File: config.mk
export PLATFORM = sky130hd
export DESIGN_NAME = shift_align_pipe_flat
export DESIGN_NICKNAME = d
export VERILOG_FILES = /design/src/rtl/shift_align_pipe_if.sv /design/src/rtl/shift_align_pipe.sv /design/src/flat_wrapper.sv
export SDC_FILE = /design/constraint.sdc
export NUM_CORES = 1
export LEC_CHECK = 0
export CAP_MARGIN = 10
export CORE_AREA = 2 2 120 122
export CTS_CLUSTER_DIAMETER = 200
export DETAILED_ROUTE_END_ITERATION = 6
export DIE_AREA = 0 0 122 124
export DONT_BUFFER_PORTS = 1
export HOLD_SLACK_MARGIN = 0.02
export PLACE_DENSITY = 0.54
export SETUP_SLACK_MARGIN = 0.2
export SYNTH_ARGS = -nofsm -noshare
export SYNTH_HDL_FRONTEND = slang
export SYNTH_SLANG_ARGS = --single-unit
File: constraint.sdc
create_clock -name clk -period 1.87 [get_ports clk]
set_input_delay 0.187 -clock clk [delete_from_list [all_inputs] [get_ports clk]]
set_output_delay 0.187 -clock clk [all_outputs]
set_load 0.005 [all_outputs]
File: src/rtl/shift_align_pipe_if.sv
// Handshake bundle for the shift/align pipe.
// master drives operands and out_ready; slave is the shifter.
interface shift_align_pipe_if #(
    parameter int WIDTH = 24,
    parameter int SHW   = 8,
    parameter int TAGW  = 4
);
    logic             in_valid;
    logic             in_ready;
    logic [WIDTH-1:0] in_data;
    logic [SHW-1:0]   in_amt;
    logic             in_left;
    logic [TAGW-1:0]  in_tag;
    logic             out_valid;
    logic             out_ready;
    logic [WIDTH-1:0] out_data;
    logic [2:0]       out_grs;
    logic             out_lost;
    logic [TAGW-1:0]  out_tag;

    modport master (
        output in_valid, in_data, in_amt, in_left, in_tag, out_ready,
        input  in_ready, out_valid, out_data, out_grs, out_lost, out_tag
    );

    modport slave (
        input  in_valid, in_data, in_amt, in_left, in_tag, out_ready,
        output in_ready, out_valid, out_data, out_grs, out_lost, out_tag
    );
endinterface

File: src/rtl/shift_align_pipe.sv
// Two-stage barrel shifter: right mode aligns with guard/round/sticky,
// left mode normalises and flags lost ones. Coarse shift first, fine second.
module shift_align_pipe #(
    parameter int WIDTH = 24,
    parameter int SHW   = 8,
    parameter int SPLIT = 3,
    parameter int TAGW  = 4
) (
    input logic              clk,
    input logic              rst,
    shift_align_pipe_if.slave bus
);
    localparam int EW = WIDTH + 2;

    typedef struct packed {
        logic [EW-1:0]    p;
        logic             flag;
        logic [SPLIT-1:0] lo;
        logic             left;
        logic [TAGW-1:0]  tag;
    } s1_t;

    logic             s1_v, s2_v;
    s1_t              s1_q, s1_d;
    logic [WIDTH-1:0] s2_data, d2;
    logic [2:0]       s2_grs, grs2;
    logic             s2_lost, lost2;
    logic [TAGW-1:0]  s2_tag;
    logic             ld1, ld2, acc;
    logic [SHW-1:0]   amt_hi;
    logic [2*EW-1:0]  rw1, rw2;
    logic [2*WIDTH-1:0] lw1, lw2;

    assign ld2 = !s2_v || bus.out_ready;
    assign ld1 = !s1_v || ld2;
    assign bus.in_ready = !rst && ld1;
    assign acc = bus.in_valid && bus.in_ready;

    // Stage 1: coarse shift by the amount with its low SPLIT bits cleared
    assign amt_hi = {bus.in_amt[SHW-1:SPLIT], {SPLIT{1'b0}}};
    assign rw1 = {bus.in_data, 2'b00, {EW{1'b0}}} >> amt_hi;
    assign lw1 = {{WIDTH{1'b0}}, bus.in_data} << amt_hi;

    always_comb begin
        s1_d      = '0;
        s1_d.lo   = bus.in_amt[SPLIT-1:0];
        s1_d.left = bus.in_left;
        s1_d.tag  = bus.in_tag;
        if (bus.in_left) begin
            if (32'(amt_hi) >= WIDTH) begin
                s1_d.flag = |bus.in_data;
            end else begin
                s1_d.p    = {2'b00, lw1[WIDTH-1:0]};
                s1_d.flag = |lw1[2*WIDTH-1:WIDTH];
            end
        end else begin
            if (32'(amt_hi) >= EW) begin
                s1_d.flag = |bus.in_data;
            end else begin
                s1_d.p    = rw1[2*EW-1:EW];
                s1_d.flag = |rw1[EW-1:0];
            end
        end
    end

    // Stage 2: fine shift, folding newly dropped bits into sticky/lost
    assign rw2 = {s1_q.p, {EW{1'b0}}} >> s1_q.lo;
    assign lw2 = {{WIDTH{1'b0}}, s1_q.p[WIDTH-1:0]} << s1_q.lo;

    always_comb begin
        d2    = '0;
        grs2  = '0;
        lost2 = 1'b0;
        if (s1_q.left) begin
            d2    = lw2[WIDTH-1:0];
            lost2 = s1_q.flag || (|lw2[2*WIDTH-1:WIDTH]);
        end else begin
            d2   = rw2[2*EW-1:EW+2];
            grs2 = {rw2[EW+1], rw2[EW], s1_q.flag || (|rw2[EW-1:0])};
        end
    end

    always_ff @(posedge clk) begin
        if (rst) begin
            s1_v    <= 1'b0;
            s1_q    <= '0;
            s2_v    <= 1'b0;
            s2_data <= '0;
            s2_grs  <= '0;
            s2_lost <= 1'b0;
            s2_tag  <= '0;
        end else begin
            if (ld1) begin
                s1_v <= acc;
                if (acc) s1_q <= s1_d;
            end
            if (ld2) begin
                s2_v <= s1_v;
                if (s1_v) begin
                    s2_data <= d2;
                    s2_grs  <= grs2;
                    s2_lost <= lost2;
                    s2_tag  <= s1_q.tag;
                end
            end
        end
    end

    // Outputs read as zero for the whole reset cycle, not just after it
    assign bus.out_valid = s2_v && !rst;
    assign bus.out_data  = rst ? '0 : s2_data;
    assign bus.out_grs   = rst ? '0 : s2_grs;
    assign bus.out_lost  = !rst && s2_lost;
    assign bus.out_tag   = rst ? '0 : s2_tag;
endmodule

File: src/flat_wrapper.sv
// flat-port wrapper written by rule: the top's interface ports become plain ports
module shift_align_pipe_flat 
#(
    parameter int WIDTH = 24,
    parameter int SHW   = 8,
    parameter int SPLIT = 3,
    parameter int TAGW  = 4
)
  (clk, rst, bus_in_valid, bus_in_data, bus_in_amt, bus_in_left, bus_in_tag, bus_out_ready, bus_in_ready, bus_out_valid, bus_out_data, bus_out_grs, bus_out_lost, bus_out_tag);
  shift_align_pipe_if #(.WIDTH(WIDTH), .SHW(SHW), .TAGW(TAGW)) bus_i ();
  input logic clk;
  input logic rst;
  input wire logic [$bits(bus_i.in_valid)-1:0] bus_in_valid;
  input wire logic [$bits(bus_i.in_data)-1:0] bus_in_data;
  input wire logic [$bits(bus_i.in_amt)-1:0] bus_in_amt;
  input wire logic [$bits(bus_i.in_left)-1:0] bus_in_left;
  input wire logic [$bits(bus_i.in_tag)-1:0] bus_in_tag;
  input wire logic [$bits(bus_i.out_ready)-1:0] bus_out_ready;
  output wire logic [$bits(bus_i.in_ready)-1:0] bus_in_ready;
  output wire logic [$bits(bus_i.out_valid)-1:0] bus_out_valid;
  output wire logic [$bits(bus_i.out_data)-1:0] bus_out_data;
  output wire logic [$bits(bus_i.out_grs)-1:0] bus_out_grs;
  output wire logic [$bits(bus_i.out_lost)-1:0] bus_out_lost;
  output wire logic [$bits(bus_i.out_tag)-1:0] bus_out_tag;
  assign bus_i.in_valid = bus_in_valid;
  assign bus_i.in_data = bus_in_data;
  assign bus_i.in_amt = bus_in_amt;
  assign bus_i.in_left = bus_in_left;
  assign bus_i.in_tag = bus_in_tag;
  assign bus_i.out_ready = bus_out_ready;
  assign bus_in_ready = bus_i.in_ready;
  assign bus_out_valid = bus_i.out_valid;
  assign bus_out_data = bus_i.out_data;
  assign bus_out_grs = bus_i.out_grs;
  assign bus_out_lost = bus_i.out_lost;
  assign bus_out_tag = bus_i.out_tag;
  shift_align_pipe #(.WIDTH(WIDTH), .SHW(SHW), .SPLIT(SPLIT), .TAGW(TAGW)) u_core (.clk(clk), .rst(rst), .bus(bus_i));
endmodule
==> results_dict.tcl <==
set metrics [dict create \
    status "finished, violations left" \
    violations "hold timing" \
    ys.warnings.count 0 \
    cp_cell_sequence "buf_12 -> mux4_2 -> mux4_2 -> a22o_1" \
    gp_congestion 0.919 \
    post-place-ws_ps -31.1 \
    grt_use_total 0.240 \
    r2r_slack_ps 20 \
    rsz0062_at_grt "yes" \
    cts_max_path_buffers 2 \
    slew_headroom 0.609 \
    syn-num-nets 692 \
    max_slew.worst_pin.slew_ps 586 \
    place_inst 812 \
    fin_nets 703 \
    placed_area_um2 5800 \
    path_max_fanout 7 \
    routed.top_layer "met4" \
    cts_tree "built" \
    synth_ff_type "dfxtp_1" \
    crit_path_frequent_cell "mux4_2" \
    crit_type "reg2reg" \
    syn_area_um2 5440 \
    reg2reg_depth 4 \
    irDropWorstVdd_v 0.000432 \
    numCtsBuffers 9 \
    fmax_ghz 0.541 \
    antenna_found_initial 0 \
    fin_skew_ps 6.92 \
    start_kind "register" \
    drv_slew 0 \
    r2r-start "u_core.s1_q[5]$_SDFFE_PP0P_" \
    stdcell_area_um2 6540 \
    seq_area_um2 1390 \
    grt_pass1_wl_mm 27.9 \
    leakagePower_nw 2.27 \
    cap_violations 0 \
    die_h_um 124 \
    dieArea_um2 15100 \
    grt_max_degree 61 \
    area_growth_pct 20.2 \
    ios 75 \
    period_share 0.989 \
    synth_seq_cells 69 \
    hold_start "rst" \
    hold_end "u_core.s2_grs[0]$_SDFFE_PP0P_" \
    initialDrtViolationCount 357 \
    vias 5260 \
    met2WireLength_mm 8.21 \
    syn_inst 651 \
    cpPeakStageDelay_ps 500 \
    hpwl_mm 12.6 \
    ant_nets 0 \
    synth-edff-count 0 \
    synth.distinct_cells 54 \
    grt_pass1_vias 5146 \
    holdWs_ps -97.0 \
    worstPathRequired_ps 2110 \
    diodes 0 \
    htree_levels 3 \
    drive_gt1_frac 0.231 \
    period_needed_ps 1850 \
    worstPathArrival_ps 2090 \
    finalHoldViolCount 21 \
    p_total_mw 4.05 \
    hold_class "in2reg" \
    cts.reportedPaths.clkPinSlew_ps 60 \
    gr-total-overflow 0 \
    clkSinkCount 69 \
    stdcell_count 847 \
    core_um2 13700 \
    reg2reg_to "u_core.s2_data[7]$_SDFFE_PP0P_" \
    via_per_inst 6.21 \
    synth.avg_cell_area_um2 8.36 \
    met1_length_mm 7.63 \
    drt_wl_total_mm 17.7 \
    start_util 0.397 \
    insertion_delay_ps 350 \
    firstDrtPassIters 5 \
    hold_depth 1 \
    clockRootBuffer "clkbuf_16" \
    setup.worst_path.start "u_core.s1_q[5]$_SDFFE_PP0P_" \
    fill_cells 1328 \
    die-width_um 122 \
    wl_per_cell_um 20.9 \
    timing.final.ws_setup_ps 20.8 \
    wl_met3_mm 1.47 \
    port_buffers 0 \
    end_kind "register" \
    crit_slowest_cell "mux4_2" \
    drc 0 \
    placementRows 43 \
    ys_seq_area_frac 0.254 \
    async_flop_share 0 \
    multi_input_area_um2 3880 \
    setup_viol 0 \
    p_per_area_nw_per_um2 619 \
]
[timing repair]
action	4_1_cts	5_1_grt
resized for setup	22	27
pin swaps	3	13
endpoints found under the hold margin	29	21
endpoints found under the setup margin	25	31
hold buffers	7	1
buffers inserted	3	4
cloned	4	0
[kinds of logic (layout without fill, tap and decap cells)]
family | Yosys count | count (layout) | synth area share
AO/OA/AOI/OAI | 173 | 173 | 0.200
multiplexers | 95 | 95 | 0.267
AND/OR/NAND/NOR | 242 | 242 | 0.220
buffers and inverters | 72 | 88 | 0.0591
flip-flops | 69 | 69 | 0.254
[critical path, delay by kind of cell, from the launching register on]
family / cells / cell delay [ps]
buffers and inverters: 1 / 150
multiplexers: 2 / 990
AO/OA/AOI/OAI: 1 / 180
flip-flops: 1 / 420
[state kept, by name, summed over array words and instances, names as in the netlist]
| signal | flops |
|---|---|
| u_core.s1_q | 35 |
| u_core.s1_v | 1 |
| u_core.s2_data | 24 |
| u_core.s2_grs | 3 |
| u_core.s2_lost | 1 |
| u_core.s2_tag | 4 |
| u_core.s2_v | 1 |
[area by class of cell]
type	instances	share of cell area
Multi-Input combinational cell	510	0.594
Sequential cell	69	0.212
Timing Repair Buffer	65	0.108
Clock buffer	10	0.0350
Tap cell	180	0.0344
Clock inverter	6	0.0111
Inverter	7	0.00517
[per-layer routing]
metal,track usage,up-vias
li1,-,2462
met1,0.321,2514
met2,0.383,246
met3,0.0600,38
met4,0.0761,0
met5,0,-
[power breakdown]
part	switching (mW)	leakage (nW)	internal [mW]
clock	0.684	0.143	1.04
sequential	0.0488	0.562	1.52
combinational	0.381	1.56	0.374
total	1.11	2.27	2.94
[synthesized netlist by cell type, drive strengths merged, types with 9 or more instances]
library cell,count,area share
dfxtp,69,0.25
nor2,61,0.042
o21ai,58,0.053
nand2,57,0.039
mux2i,46,0.085
clkbuf,43,0.030
nor2b,40,0.046
mux4,39,0.16
nand3,38,0.035
a21oi,35,0.032
a22oi,22,0.030
buf,22,0.025
nor3,13,0.013
mux2,10,0.021
o211ai,9,0.012
[metrics by stage]
step	utilization	setup TNS, ps
global route	0.477	-153
detailed placement	0.423	-31.1
floorplan	-	0
finish	0.477	0
CTS	0.465	0
global placement	0.423	0
[cell usage in the layout (no fill, tap or decap), types with 4 or more instances in the layout]
cell,count
nand2_1,57
buf_12,7
nor2b_1,39
nand3b_1,6
nand3_1,37
mux4_2,39
a22o_1,5
inv_1,5
mux2_2,8
dfxtp_1,67
o22ai_1,4
nor4_1,6
buf_4,41
nor3_2,5
a21oi_1,34
mux2i_1,43
nor2_1,54
o31ai_1,5
nor2_4,5
o211ai_1,9
a22oi_1,22
o21ai_0,40
dlygate4sd3_1,8
clkbuf_16,9
nor3_1,8
o21ai_1,17
a31oi_1,8
[worst max path at each step]
stage | end | slack [ps] | cells past startpoint
after floorplan | u_core.s2_data[10]$_SDFFE_PP0P_ | 50 | 6
after global placement | u_core.s2_grs[1]$_SDFFE_PP0P_ | 20 | 8
after detailed placement | u_core.s2_grs[1]$_SDFFE_PP0P_ | -30 | 8
after CTS | u_core.s2_data[7]$_SDFFE_PP0P_ | 20 | 4
after global routing | u_core.s2_data[10]$_SDFFE_PP0P_ | -60 | 5
final | u_core.s2_data[7]$_SDFFE_PP0P_ | 20 | 4
No activity file was read; power rests on OpenSTA's default activity.
